==> src/rtl/eth_rx_pkg.sv <==
// Shared types and constants for the RMII pixel receive path.
package eth_rx_pkg;

    typedef enum logic [1:0] {
        IDLE,
        PREAMBLE,
        PAYLOAD,
        DRAIN
    } rx_state_t;

    localparam logic [1:0] PREAMBLE_DIBIT = 2'b01;
    localparam logic [1:0] SFD_LAST_DIBIT = 2'b11;

    localparam int unsigned PRE_CNT_W = 6;
    localparam logic [PRE_CNT_W-1:0] PRE_CNT_MAX = '1;

endpackage

==> src/rtl/rmii_byte_assembler.sv <==
// Packs four RMII dibits LSB-first into a byte and pulses byte_valid_o when complete.
module rmii_byte_assembler
    import eth_rx_pkg::*;
(
    input  logic       clk,
    input  logic       rst,
    input  logic       clear_i,
    input  logic       dibit_valid_i,
    input  logic [1:0] rxd_i,
    output logic [7:0] byte_o,
    output logic       byte_valid_o
);

    logic [1:0] idx_q, idx_d;
    logic [7:0] shift_q, shift_d;
    logic       byte_valid_q, byte_valid_d;

    // New dibits enter at the top so the first one ends up in bits [1:0].
    always_comb begin
        idx_d        = idx_q;
        shift_d      = shift_q;
        byte_valid_d = 1'b0;
        if (clear_i) begin
            idx_d = '0;
        end else if (dibit_valid_i) begin
            shift_d      = {rxd_i, shift_q[7:2]};
            idx_d        = idx_q + 2'd1;
            byte_valid_d = (idx_q == 2'd3);
        end
    end

    always_ff @(posedge clk) begin
        if (rst) begin
            idx_q        <= '0;
            shift_q      <= '0;
            byte_valid_q <= 1'b0;
        end else begin
            idx_q        <= idx_d;
            shift_q      <= shift_d;
            byte_valid_q <= byte_valid_d;
        end
    end

    assign byte_o       = shift_q;
    assign byte_valid_o = byte_valid_q;

endmodule

==> src/rtl/eth_pixel_receiver.sv <==
// RMII receiver: finds preamble/SFD, turns payload bytes into addressed
// frame-buffer pixel writes, and flags frame completion and packet errors.
module eth_pixel_receiver
    import eth_rx_pkg::*;
#(
    parameter int unsigned PIXELS_PER_PACKET   = 320,
    parameter int unsigned FRAME_PIXELS        = 76800,
    parameter int unsigned MIN_PREAMBLE_DIBITS = 8,
    parameter int unsigned ADDR_W              = 17
) (
    input  logic              clk,
    input  logic              rst,
    input  logic              crsdv_in,
    input  logic [1:0]        rxd_in,
    output logic [7:0]        pixel_out,
    output logic [ADDR_W-1:0] pixel_addr_out,
    output logic              pixel_valid_out,
    output logic              frame_done_out,
    output logic              packet_error_out
);

    localparam int unsigned PIX_CNT_W = $clog2(PIXELS_PER_PACKET + 1);
    localparam logic [ADDR_W-1:0]    LAST_ADDR = ADDR_W'(FRAME_PIXELS - 1);
    localparam logic [ADDR_W-1:0]    FRAME_LEN = ADDR_W'(FRAME_PIXELS);
    localparam logic [ADDR_W-1:0]    PKT_LEN   = ADDR_W'(PIXELS_PER_PACKET);
    localparam logic [PIX_CNT_W-1:0] PKT_PIX   = PIX_CNT_W'(PIXELS_PER_PACKET);
    localparam logic [PRE_CNT_W-1:0] PRE_MIN   = PRE_CNT_W'(MIN_PREAMBLE_DIBITS);

    rx_state_t            state_q, state_d;
    logic [PRE_CNT_W-1:0] pre_cnt_q, pre_cnt_d;
    logic [PIX_CNT_W-1:0] pix_cnt_q, pix_cnt_d;
    logic [ADDR_W-1:0]    waddr_q, waddr_d;
    logic [ADDR_W-1:0]    base_q, base_d;
    logic [ADDR_W-1:0]    realign;
    logic [7:0]           pixel_q, pixel_d;
    logic [ADDR_W-1:0]    paddr_q, paddr_d;
    logic                 pvalid_q, pvalid_d;
    logic                 fdone_q, fdone_d;
    logic                 perr_q, perr_d;

    logic [7:0] asm_byte;
    logic       asm_valid;
    logic       asm_clear;

    assign asm_clear = (state_q != PAYLOAD) || !crsdv_in;

    rmii_byte_assembler u_asm (
        .clk          (clk),
        .rst          (rst),
        .clear_i      (asm_clear),
        .dibit_valid_i(crsdv_in),
        .rxd_i        (rxd_in),
        .byte_o       (asm_byte),
        .byte_valid_o (asm_valid)
    );

    always_comb begin
        state_d   = state_q;
        pre_cnt_d = pre_cnt_q;
        pix_cnt_d = pix_cnt_q;
        waddr_d   = waddr_q;
        base_d    = base_q;
        pixel_d   = pixel_q;
        paddr_d   = paddr_q;
        pvalid_d  = 1'b0;
        fdone_d   = 1'b0;
        perr_d    = 1'b0;

        realign = base_q + PKT_LEN;
        if (realign >= FRAME_LEN) begin
            realign = realign - FRAME_LEN;
        end

        // A completed byte is always written, even if carrier drops this cycle.
        if (asm_valid) begin
            pixel_d   = asm_byte;
            paddr_d   = waddr_q;
            pvalid_d  = 1'b1;
            fdone_d   = (waddr_q == LAST_ADDR);
            waddr_d   = (waddr_q == LAST_ADDR) ? '0 : waddr_q + ADDR_W'(1);
            pix_cnt_d = pix_cnt_q + PIX_CNT_W'(1);
        end

        if (!crsdv_in) begin
            state_d = IDLE;
            if (state_q == PAYLOAD && pix_cnt_d < PKT_PIX) begin
                perr_d  = 1'b1;
                waddr_d = realign;
            end
        end else begin
            case (state_q)
                IDLE: begin
                    if (rxd_in == PREAMBLE_DIBIT) begin
                        state_d   = PREAMBLE;
                        pre_cnt_d = PRE_CNT_W'(1);
                    end else begin
                        state_d = DRAIN;
                    end
                end
                PREAMBLE: begin
                    if (rxd_in == PREAMBLE_DIBIT) begin
                        if (pre_cnt_q != PRE_CNT_MAX) begin
                            pre_cnt_d = pre_cnt_q + PRE_CNT_W'(1);
                        end
                    end else if (rxd_in == SFD_LAST_DIBIT && pre_cnt_q >= PRE_MIN) begin
                        state_d   = PAYLOAD;
                        base_d    = waddr_q;
                        pix_cnt_d = '0;
                    end else begin
                        state_d = DRAIN;
                        perr_d  = 1'b1;
                    end
                end
                PAYLOAD: begin
                    if (pix_cnt_d == PKT_PIX) begin
                        state_d = DRAIN;
                    end
                end
                DRAIN: begin
                    state_d = DRAIN;
                end
                default: begin
                    state_d = IDLE;
                end
            endcase
        end
    end

    always_ff @(posedge clk) begin
        if (rst) begin
            state_q   <= IDLE;
            pre_cnt_q <= '0;
            pix_cnt_q <= '0;
            waddr_q   <= '0;
            base_q    <= '0;
            pixel_q   <= '0;
            paddr_q   <= '0;
            pvalid_q  <= 1'b0;
            fdone_q   <= 1'b0;
            perr_q    <= 1'b0;
        end else begin
            state_q   <= state_d;
            pre_cnt_q <= pre_cnt_d;
            pix_cnt_q <= pix_cnt_d;
            waddr_q   <= waddr_d;
            base_q    <= base_d;
            pixel_q   <= pixel_d;
            paddr_q   <= paddr_d;
            pvalid_q  <= pvalid_d;
            fdone_q   <= fdone_d;
            perr_q    <= perr_d;
        end
    end

    assign pixel_out        = pixel_q;
    assign pixel_addr_out   = paddr_q;
    assign pixel_valid_out  = pvalid_q;
    assign frame_done_out   = fdone_q;
    assign packet_error_out = perr_q;

endmodule
==> config.mk <==
export PLATFORM = sky130hd
export DESIGN_NAME = eth_pixel_receiver
export DESIGN_NICKNAME = d
export VERILOG_FILES = /design/src/rtl/eth_rx_pkg.sv /design/src/rtl/rmii_byte_assembler.sv /design/src/rtl/eth_pixel_receiver.sv
export SDC_FILE = /design/constraint.sdc
export NUM_CORES = 1
export LEC_CHECK = 0
export ABC_AREA = 1
export BUFFER_PORTS_ARGS = -buffer_cell sky130_fd_sc_hd__buf_2
export CAP_MARGIN = 10
export CORE_MARGIN = 2
export CORE_UTILIZATION = 64
export CTS_CLUSTER_SIZE = 40
export DETAILED_ROUTE_END_ITERATION = 7
export PLACE_DENSITY = 0.82
export SLEW_MARGIN = 15
export SYNTH_ARGS = -nofsm -noshare
export SYNTH_HDL_FRONTEND = slang
export SYNTH_HIERARCHICAL = 1
export SYNTH_SLANG_ARGS = --single-unit
==> constraint.sdc <==
create_clock -name clk -period 2.7 [get_ports clk]
set_input_delay 0.135 -clock clk [delete_from_list [all_inputs] [get_ports clk]]
set_output_delay 0.135 -clock clk [all_outputs]
set_load 0.005 [all_outputs]
==> metrics.txt <==
Remaining DRCs=1; area of the multi-input gates=0.00215 mm2; share of post-route cells with drive strength above 1=11.9%; Fin. Hold Viols=0; met1 usage=34.1%; fin crit share=75.9%; Design Power=2.51 mW; placed cell areas=0.00458 mm2; CTS root buffer=clkbuf_8; port bufs=32; worst skew pair latency=360 ps; Sinks on Clock Net=90; cell count after synthesis=632; Initial Util=65.2%; Max H-tree Level=3; worst vdd ir=0.000357 V; Final #Nets=673; failing checks=DRC; routed via count=4138; crit path launch type=flip-flop; Via-to-Cell Ratio=5.55; power per cell area=522 mW/mm2; Max-Cap Viols=0; Max clock buf depth=2; M3 GR Usage=4.86%; # fillers=561; min Tclk post-route=2050 ps; final setup margin=649 ps; vias in the first global route=3918; Die H=86.7 um; Slew @ Worst Pin=446 ps; most common cell after layout, fill and taps aside=nand2_1; DP HPWL=7110 um; largest net degree at the start of global routing=32; gr busiest metal=met2; core area=0.00672 mm2; RSZ-0062 raised after global routing=false; All-Layer GR Usage=28.3%; Worst Skew=11.5 ps; Min-Delay Path Class=input port to flip-flop; GRT overflow=0; Max Freq=488 MHz; status=finished, violations left; CP Capture Type=flip-flop; met2 GRT Util=49.7%; global-route wire length before repair=17100 um; Post-Route WL=10100 um; max-slew violations=0; Resize count post-CTS=0; Synth Area per Inst=6.93 um2; Design Area, Final=0.00480 mm2; post-route ant nets=0; first-pass iteration count of the detailed router=8; Post-Route Utilization=71.5%; Setup Buffers After CTS=0; #FFs+latches synth=90; Yosys cell types=37; Final TNS setup=0 ps; Arr. time, crit path=2350 ps; CTS clk-pin slew, worst paths=90 ps; Rows=30; CTS Hold Bufs=0; Slew headroom=70.0%; highest-count cells in the layout ignoring fill and taps=nand2_1, nor2_1, dfxtp_1; Die Area=0.00752 mm2; ANT cells=0; CTS tree=done; TritonCTS Buffers=9; Syn Nets=644; hold slack final=113 ps; Die W=86.7 um; antenna violations before repair=0; WS Path Type=flip-flop to flip-flop; post-placement cell count=730; Area growth, synth to finish=9.69%; Non-Filler Instances=746; sequential area share after synthesis=41.2%; DR WL/cell=13.5 um; Starting DRT DRC Count=180; P_leak=2.09 nW; WP data required=3000 ps; Top Ports=33; CP Max Fanout=26; synth warn=6; FF/Latch Area=0.00180 mm2; Placer Congestion=0.917; # setup viols final=0; pre-CTS setup slack=694 ps; Synth Cell Area=0.00438 mm2
critical path, cell delays in order, from the launching register on:
cell and delay (ps):
dfxtp_1 390, ha_1 240, nand3_4 100, nor2_4 140, nand2_2 70, o21ai_2 110
nand2_1 120, inv_2 80, nand2_2 70, nand2_4 240, inv_2 180, nand2_1 100
inv_1 40, a21oi_1 110
cells in the mapped netlist:
| master | instances | area, um2 |
|---|---|---|
| nand2_1 | 119 | 447 |
| nor2_1 | 93 | 349 |
| dfxtp_1 | 90 | 1800 |
| inv_1 | 78 | 293 |
| a21oi_1 | 50 | 250 |
| nand3_1 | 46 | 230 |
| o21ai_0 | 40 | 200 |
| nand4_1 | 16 | 100 |
| clkbuf_1 | 13 | 48.8 |
| nor3_1 | 12 | 60.1 |
| xor2_1 | 8 | 70.1 |
| ha_1 | 7 | 87.6 |
| o21ai_1 | 7 | 35.0 |
| xnor2_1 | 6 | 52.6 |
| nand2_2 | 5 | 31.3 |
| buf_6 | 4 | 45.0 |
| inv_2 | 4 | 15.0 |
| a211oi_1 | 3 | 22.5 |
| a21oi_2 | 3 | 26.3 |
| clkinv_1 | 3 | 11.3 |
| nor2_2 | 3 | 18.8 |
| nor2_4 | 3 | 33.8 |
| buf_1 | 2 | 7.51 |
| buf_2 | 2 | 10.0 |
| nor3b_1 | 2 | 15.0 |
| nor4_1 | 2 | 12.5 |
| a31oi_1 | 1 | 6.26 |
| mux2i_1 | 1 | 10.0 |
| nand2_4 | 1 | 11.3 |
| nand3_2 | 1 | 10.0 |
| nand3_4 | 1 | 17.5 |
| nand3b_1 | 1 | 7.51 |
| nor3_2 | 1 | 10.0 |
| o21a_1 | 1 | 7.51 |
| o21ai_2 | 1 | 8.76 |
| o221ai_1 | 1 | 8.76 |
| or2_2 | 1 | 6.26 |
report_power, final:
| group | switching (mW) | total [mW] | internal, mW | leakage, nW |
|---|---|---|---|---|
| clock network | 0.500 | 1.03 | 0.528 | 0.110 |
| logic | 0.0797 | 0.115 | 0.0355 | 1.25 |
| registers | 0.0205 | 1.36 | 1.34 | 0.727 |
| total | 0.600 | 2.51 | 1.91 | 2.09 |
area by class of cell:
cell class / count / share of cell area (%)
clock buffer: 9 / 2.58
sequential: 90 / 37.5
inverter: 85 / 6.64
tap: 80 / 2.08
timing repair buffer: 39 / 4.43
clock inverter: 7 / 2.06
multi-input combinational: 436 / 44.7
final timing paths:
check,startpoint,end,depth (start not counted),slack [ps]
worst max-delay path,pix_cnt_q[1]$_SDFF_PP0_,waddr_q[12]$_SDFF_PP0_,13,650
worst min-delay path,rxd_in[1],u_asm/byte_o[7]$_SDFFE_PP0P_,5,110
worst max register to register,pix_cnt_q[1]$_SDFF_PP0_,waddr_q[12]$_SDFF_PP0_,13,650
worst min register to register,pixel_addr_out[12]$_SDFFE_PP0P_,pixel_addr_out[12]$_SDFFE_PP0P_,2,470
logic make-up (layout without fill, tap and decap cells):
| kind of cell | after synthesis | after routing | synth area share (%) |
|---|---|---|---|
| AO/OA/AOI/OAI | 107 | 107 | 12.9 |
| XOR/XNOR | 14 | 14 | 2.80 |
| adder cells (fa/ha/maj) | 7 | 7 | 2.00 |
| buffers and inverters | 106 | 140 | 9.83 |
| flip-flops | 90 | 90 | 41.2 |
| multiplexers | 1 | 1 | 0.229 |
| AND/OR/NAND/NOR | 307 | 307 | 31.1 |
registers in the layout, indices dropped and copies added, names as in the netlist, 2 cells and up:
signal          count
base_q             17
pixel_addr_out     17
waddr_q            17
pix_cnt_q           9
pixel_out           8
u_asm/byte_o        8
pre_cnt_q           6
state_q             2
u_asm/idx_q         2
routing by layer:
layer / routed length [um] / part of all wire [%] / up-vias
li1: - / - / 2085
met1: 4480 / 44 / 1905
met2: 4950 / 49 / 123
met3: 410 / 4.1 / 25
met4: 261 / 2.6 / 0
met5: 0 / 0 / -
No activity file was read; power rests on OpenSTA's default activity.
